### config.mk
export PLATFORM = sky130hd
export DESIGN_NAME = urp_pcie_dll_rx
export DESIGN_NICKNAME = d
export VERILOG_FILES = /design/src/rtl/urp_pcie_dll_rx.sv
export SDC_FILE = /design/constraint.sdc
export NUM_CORES = 2
export LEC_CHECK = 0
export CORE_UTILIZATION = 50
export CTS_BUF_LIST = sky130_fd_sc_hd__clkbuf_8
export DETAILED_ROUTE_END_ITERATION = 7
export GPL_ROUTABILITY_DRIVEN = 1
export PLACE_DENSITY_LB_ADDON = 0.2
export SKIP_CTS_REPAIR_TIMING = 1
export SYNTH_ARGS = -nofsm -noshare
export SYNTH_HDL_FRONTEND = slang
export SYNTH_SLANG_ARGS = --single-unit
### constraint.sdc
create_clock -name clk -period 54.9 [get_ports clk]
set_input_delay 8.235 -clock clk [delete_from_list [all_inputs] [get_ports clk]]
set_output_delay 8.235 -clock clk [all_outputs]
set_load 0.02 [all_outputs]
### src/rtl/urp_pcie_dll_rx.sv
// urp_pcie_dll_rx: receive-side PCIe data link layer.
// Checks the LCRC and the sequence number of each incoming frame. In-order good
// TLPs go to the transaction layer through a one-entry output register. Bad,
// duplicate and out-of-order frames are discarded. ACK/NAK DLLPs are generated
// for the transmitter's replay logic.
module urp_pcie_dll_rx #(
  parameter int unsigned ACK_LATENCY  = 16,
  parameter int unsigned ACK_COALESCE = 4
) (
  input  logic         clk,
  input  logic         rst,
  input  logic [267:0] rx_tlp_data_i,
  input  logic         rx_tlp_valid_i,
  output logic         rx_tlp_ready_o,
  output logic [223:0] tlp_o,
  output logic         tlp_valid_o,
  input  logic         tlp_ready_i,
  output logic [31:0]  dllp_o,
  output logic         dllp_valid_o,
  input  logic         dllp_ready_i,
  output logic [11:0]  next_rcv_seq_o
);

  localparam logic [31:0] CRC_POLY  = 32'h04C11DB7;
  localparam logic [7:0]  TIMER_MAX = 8'(ACK_LATENCY - 1);
  localparam logic [3:0]  COAL_THR  = 4'(ACK_COALESCE);
  localparam logic [7:0]  TYPE_ACK  = 8'h00;
  localparam logic [7:0]  TYPE_NAK  = 8'h10;

  // LCRC over seq + body, MSB first, no reflection, inverted result.
  function automatic logic [31:0] lcrc_236(input logic [235:0] d);
    logic [31:0] c;
    logic        fb;
    c = 32'hFFFF_FFFF;
    for (int i = 235; i >= 0; i--) begin
      fb = c[31] ^ d[i];
      c  = {c[30:0], 1'b0};
      if (fb) c = c ^ CRC_POLY;
    end
    return ~c;
  endfunction

  logic [11:0]  nrs_q, nrs_d;
  logic         nak_sched_q, nak_sched_d;
  logic         nak_req_q, nak_req_d;
  logic         ack_pend_q, ack_pend_d;
  logic         dup_seen_q, dup_seen_d;
  logic [3:0]   coal_q, coal_d;
  logic [7:0]   timer_q, timer_d;
  logic [223:0] tlp_q, tlp_d;
  logic         tlp_valid_q, tlp_valid_d;
  logic [31:0]  dllp_q, dllp_d;
  logic         dllp_valid_q, dllp_valid_d;

  logic         accept;
  logic [11:0]  rx_seq;
  logic         crc_ok;
  logic [11:0]  seq_dist;
  logic         in_order;
  logic         dup_frame;
  logic         reject;
  logic         slot_free;
  logic [11:0]  acknak_seq;

  assign rx_tlp_ready_o = !tlp_valid_q || tlp_ready_i;
  assign accept         = rx_tlp_valid_i && rx_tlp_ready_o;
  assign rx_seq         = rx_tlp_data_i[267:256];
  assign crc_ok         = (lcrc_236(rx_tlp_data_i[267:32]) == rx_tlp_data_i[31:0]);
  assign seq_dist       = nrs_q - rx_seq;
  // A distance of 1..2048 behind NRS is an already-received frame; anything else
  // ahead of NRS is a gap and must be NAKed.
  assign in_order       = accept && crc_ok && (seq_dist == 12'd0);
  assign dup_frame      = accept && crc_ok && (seq_dist != 12'd0) && (seq_dist <= 12'd2048);
  assign reject         = accept && !in_order && !dup_frame;
  assign slot_free      = !dllp_valid_q || dllp_ready_i;

  // Next-state: frame classification first, then DLLP issue on the updated values
  // so that a DLLP issued in an accept cycle already covers that frame.
  always_comb begin
    nrs_d        = nrs_q;
    nak_sched_d  = nak_sched_q;
    nak_req_d    = nak_req_q;
    ack_pend_d   = ack_pend_q;
    dup_seen_d   = dup_seen_q;
    coal_d       = coal_q;
    timer_d      = timer_q;
    tlp_d        = tlp_q;
    tlp_valid_d  = tlp_valid_q;
    dllp_d       = dllp_q;
    dllp_valid_d = dllp_valid_q;
    acknak_seq   = 12'd0;

    if (tlp_valid_q && tlp_ready_i) tlp_valid_d = 1'b0;

    if (in_order) begin
      tlp_d       = rx_tlp_data_i[255:32];
      tlp_valid_d = 1'b1;
      nrs_d       = nrs_q + 12'd1;
      nak_sched_d = 1'b0;
      ack_pend_d  = 1'b1;
      if (coal_q != 4'hF) coal_d = coal_q + 4'd1;
    end else if (dup_frame) begin
      ack_pend_d = 1'b1;
      dup_seen_d = 1'b1;
    end else if (reject && !nak_sched_q) begin
      nak_sched_d = 1'b1;
      nak_req_d   = 1'b1;
    end

    acknak_seq = nrs_d - 12'd1;

    if (dllp_valid_q && dllp_ready_i) dllp_valid_d = 1'b0;

    if (slot_free && nak_req_d) begin
      dllp_d       = {TYPE_NAK, 12'h000, acknak_seq};
      dllp_valid_d = 1'b1;
      nak_req_d    = 1'b0;
      ack_pend_d   = 1'b0;
      dup_seen_d   = 1'b0;
      timer_d      = 8'd0;
      coal_d       = 4'd0;
    end else if (slot_free && ack_pend_d &&
                 ((timer_q == TIMER_MAX) || (coal_d >= COAL_THR) || dup_seen_d)) begin
      dllp_d       = {TYPE_ACK, 12'h000, acknak_seq};
      dllp_valid_d = 1'b1;
      ack_pend_d   = 1'b0;
      dup_seen_d   = 1'b0;
      timer_d      = 8'd0;
      coal_d       = 4'd0;
    end else if (ack_pend_q && (timer_q != TIMER_MAX)) begin
      timer_d = timer_q + 8'd1;
    end
  end

  // State registers with synchronous reset.
  always_ff @(posedge clk) begin
    if (rst) begin
      nrs_q        <= 12'd0;
      nak_sched_q  <= 1'b0;
      nak_req_q    <= 1'b0;
      ack_pend_q   <= 1'b0;
      dup_seen_q   <= 1'b0;
      coal_q       <= 4'd0;
      timer_q      <= 8'd0;
      tlp_q        <= '0;
      tlp_valid_q  <= 1'b0;
      dllp_q       <= 32'd0;
      dllp_valid_q <= 1'b0;
    end else begin
      nrs_q        <= nrs_d;
      nak_sched_q  <= nak_sched_d;
      nak_req_q    <= nak_req_d;
      ack_pend_q   <= ack_pend_d;
      dup_seen_q   <= dup_seen_d;
      coal_q       <= coal_d;
      timer_q      <= timer_d;
      tlp_q        <= tlp_d;
      tlp_valid_q  <= tlp_valid_d;
      dllp_q       <= dllp_d;
      dllp_valid_q <= dllp_valid_d;
    end
  end

  assign tlp_o          = tlp_q;
  assign tlp_valid_o    = tlp_valid_q;
  assign dllp_o         = dllp_q;
  assign dllp_valid_o   = dllp_valid_q;
  assign next_rcv_seq_o = nrs_q;

endmodule

==> results.rst <==
.. list-table::
   :header-rows: 1

   * - Metric
     - Value
   * - GRT Max-Usage Layer
     - met2
   * - Overflow after GRT
     - 0
   * - First-pass GRT wire length
     - 180000 microns
   * - Area Overhead vs Synth
     - 17.1%
   * - Tightest Pin Transition
     - 1.26 ns
   * - Global routing usage on met2
     - 0.460
   * - Number of cells produced by synthesis
     - 3244
   * - Post-Synthesis Cell Area
     - 42600 sq um
   * - Data arrival time of the critical path
     - 34.16 ns
   * - Aggregate negative setup slack
     - 0 ns
   * - Commonest register cell after synthesis
     - dfxtp_1
   * - Headroom to the max-slew limit
     - 0.159
   * - # port buffers
     - 524
   * - Minimum period implied by the final worst setup slack
     - 33.51 ns
   * - Minimum hold slack
     - 0.463 ns
   * - Most numerous cell on the critical path
     - xnor3_1
   * - Max Root-Sink Buffers
     - 3
   * - Hold Path Depth
     - 2
   * - Final hold violations
     - 0
   * - Number of max-slew violations in the final report
     - 0
   * - Number of buffers and inverters on the critical path
     - 1
   * - Fraction of registers with async set/reset
     - 0
   * - Worst setup slack after placement
     - 20.95 ns
   * - End of the worst register-to-register path
     - dllp_o[9]$_SDFFE_PP0P_
   * - Most common cell in the netlist
     - xnor2_1
   * - Share of post-route cells with drive strength above 1
     - 0.0735
   * - Family with the most delay on the worst path
     - XOR/XNOR gates
   * - Placed wire-length estimate
     - 103000 microns
   * - Count of cell instances traversed by the critical path
     - 51
   * - Total length of routed wires
     - 125000 microns
   * - Core area
     - 84000 sq um
   * - Crit share post-route
     - 0.610
   * - Number of standard cells in the layout, taps in and fillers out
     - 4905
   * - Number of buffers created by CTS
     - 50
   * - Top-area cell type share of the netlist area
     - 0.369
   * - Category of the critical setup timing path
     - in2reg
   * - Area of all sequential standard cells
     - 5350 sq um
   * - Number of design rule violations left after detail routing
     - 0
   * - Routing usage on met1
     - 0.385
   * - Area of the multi-input gates
     - 36600 sq um
   * - Clk_lat worst skew
     - 0.74 ns
   * - Post-DR vias/cell
     - 5.35
   * - CTS sink count
     - 267
   * - Number of enable-type register cells in the synthesized netlist
     - 0
   * - CTS tree
     - yes
   * - Average routed wire per standard cell
     - 25.4 microns
   * - Die outline height
     - 294 microns
   * - Die ar.
     - 86400 sq um
   * - Seq cells post-synth
     - 267
   * - Cell accounting for the most synthesized area
     - xnor3_1
   * - Path class of the lowest-slack min-delay path
     - reg2reg
   * - Number of distinct library cells after synthesis
     - 71
   * - Initial cell density of the core
     - 0.507
   * - Critical path launch point type
     - primary input
   * - Final setup slack of the worst path
     - 21.39 ns
   * - Number of global-route vias before repair
     - 26200
   * - Antenna violations before repair
     - 1
   * - Count of warnings emitted by yosys
     - 0
   * - Number of rows in the core area
     - 106
   * - Post-route clock skew
     - 0.0673 ns
   * - Peak Freq
     - 0.0298 GHz
   * - Sequential fraction of the synthesis area
     - 0.125
   * - Count of placed standard cells including taps
     - 4815
   * - CTS clock-pin slew for the worst setup and hold paths
     - 0.06 ns
   * - Initial DRT Pass Iterations
     - 7
   * - Endpoint of the worst hold-timing path
     - dllp_o[7]$_SDFFE_PP0P_
   * - Leading cell types by count after synthesis
     - xnor2_1 (827), xnor3_1 (697), xor2_1 (307)
   * - Startpoint of the most critical hold path
     - dllp_o[7]$_SDFFE_PP0P_
   * - Synth Area per Inst
     - 13.1 sq um
   * - Type of element capturing the critical path
     - flop
   * - Outcome
     - finished clean
   * - Final-stage net count
     - 4021
   * - Worst path max stage delay
     - 1.05 ns
   * - Antenna Nets Post-Route
     - 0
   * - Placer congestion estimate
     - 0.928
   * - Data required time at the worst endpoint
     - 55.55 ns
   * - Launch point of the worst reg-to-reg path
     - next_rcv_seq_o[1]$_SDFF_PP0_
   * - Violation count after the first detailed-routing iteration
     - 1984
   * - Largest net degree at the start of global routing
     - 122
   * - Via count of the routed design
     - 26200
   * - I/O pin total
     - 544
   * - Worst R2R Setup Slack
     - 48.68 ns
   * - Deepest level of the CTS H-tree
     - 2
   * - Critical-path cell with the highest stage delay
     - clkdlybuf4s50_1
   * - Unrepaired setup endpoints after global routing
     - no
   * - Die span in x
     - 294 microns
   * - Total global-route track usage
     - 0.286
   * - Logic depth of the worst register-to-register path
     - 23
   * - Cell at the root of the clock tree
     - clkbuf_8
   * - Met3 usage
     - 0.0642
   * - Number of setup violations in the final report
     - 0
   * - Filler cell count in the final layout
     - 6894
   * - Top area cells in the synthesized netlist
     - xnor3_1 (37%), xnor2_1 (17%), dfxtp_1 (13%)
   * - Max capacitance violation total
     - 0
   * - Largest fanout on the critical path
     - 11
==> cells by family after synthesis <==
group	Yosys count	share of synthesized area
mux	228	0.0536
other cells	1	0.0000880
simple gates	401	0.0415
flops	267	0.125
buf+inv	137	0.0164
compound gates	80	0.0136
fa+ha+maj	15	0.00441
xor+xnor	2115	0.745
==> worst max path at each step <==
stage	slack [ns]	from	to
after floorplan	26.27	rx_tlp_data_i[258]	dllp_o[8]$_SDFFE_PP0P_
after global placement	21.13	rx_tlp_data_i[267]	dllp_o[8]$_SDFFE_PP0P_
after detailed placement	20.95	rx_tlp_data_i[267]	dllp_o[8]$_SDFFE_PP0P_
after CTS	21.70	rx_tlp_data_i[267]	dllp_o[8]$_SDFFE_PP0P_
after global routing	20.62	rx_tlp_data_i[267]	dllp_o[8]$_SDFFE_PP0P_
final	21.39	rx_tlp_data_i[267]	dllp_o[8]$_SDFFE_PP0P_
==> metrics by stage <==
step           utilization  area [sq um]
2_1_floorplan            -         42700
3_3_place_gp         0.581         48800
3_5_place_dp         0.581         48800
4_1_cts              0.594         49900
5_1_grt              0.594         49900
6_report             0.594         49900
==> worst min-delay path, stage by stage, from the launching register on <==
cell and delay, ns:
dfxtp_1 0.31, inv_1 0.05, o2bb2ai_1 0.06
==> cells in the final DEF (no fill, tap or decap), types with 19 or more instances in the layout <==
cell             count
clkbuf_8            65
xnor3_1            697
nand2_1             27
inv_1               37
a21oi_1             20
xnor3_2             49
xor2_1             307
nor3_1              21
xnor2_1            827
xnor2_2             65
nor2_1             264
xor3_1             101
mux2i_1            227
xor2_2              35
clkdlybuf4s50_1    523
nand3_1             30
conb_1              19
dfxtp_1            267
==> per-layer routing <==
metal  share of wire  wire [microns]  up-vias
met5               0               0        -
met4           0.029            3620        0
met3           0.083           10400      157
met2            0.47           58700     1071
met1            0.42           52100    13000
li1                -               -    12000
==> flip-flops by register name (all words and copies together), names as in the netlist, 4 cells and up <==
register and cells:
coal_q 4, dllp_o 13, next_rcv_seq_o 12, timer_q 8, tlp_o 224
==> layout make-up <==
class | count | area share
multi-input cells | 2858 | 0.734
flip-flops and latches | 267 | 0.107
repair buffers | 534 | 0.107
well taps | 1134 | 0.0284
clock buffers | 64 | 0.0177
clock inverters | 25 | 0.00401
inverters | 22 | 0.00166
diodes | 1 | 0.0000502
Power is not shown: default switching activity piles up to over one toggle a cycle in this logic, so the estimate is an artifact.
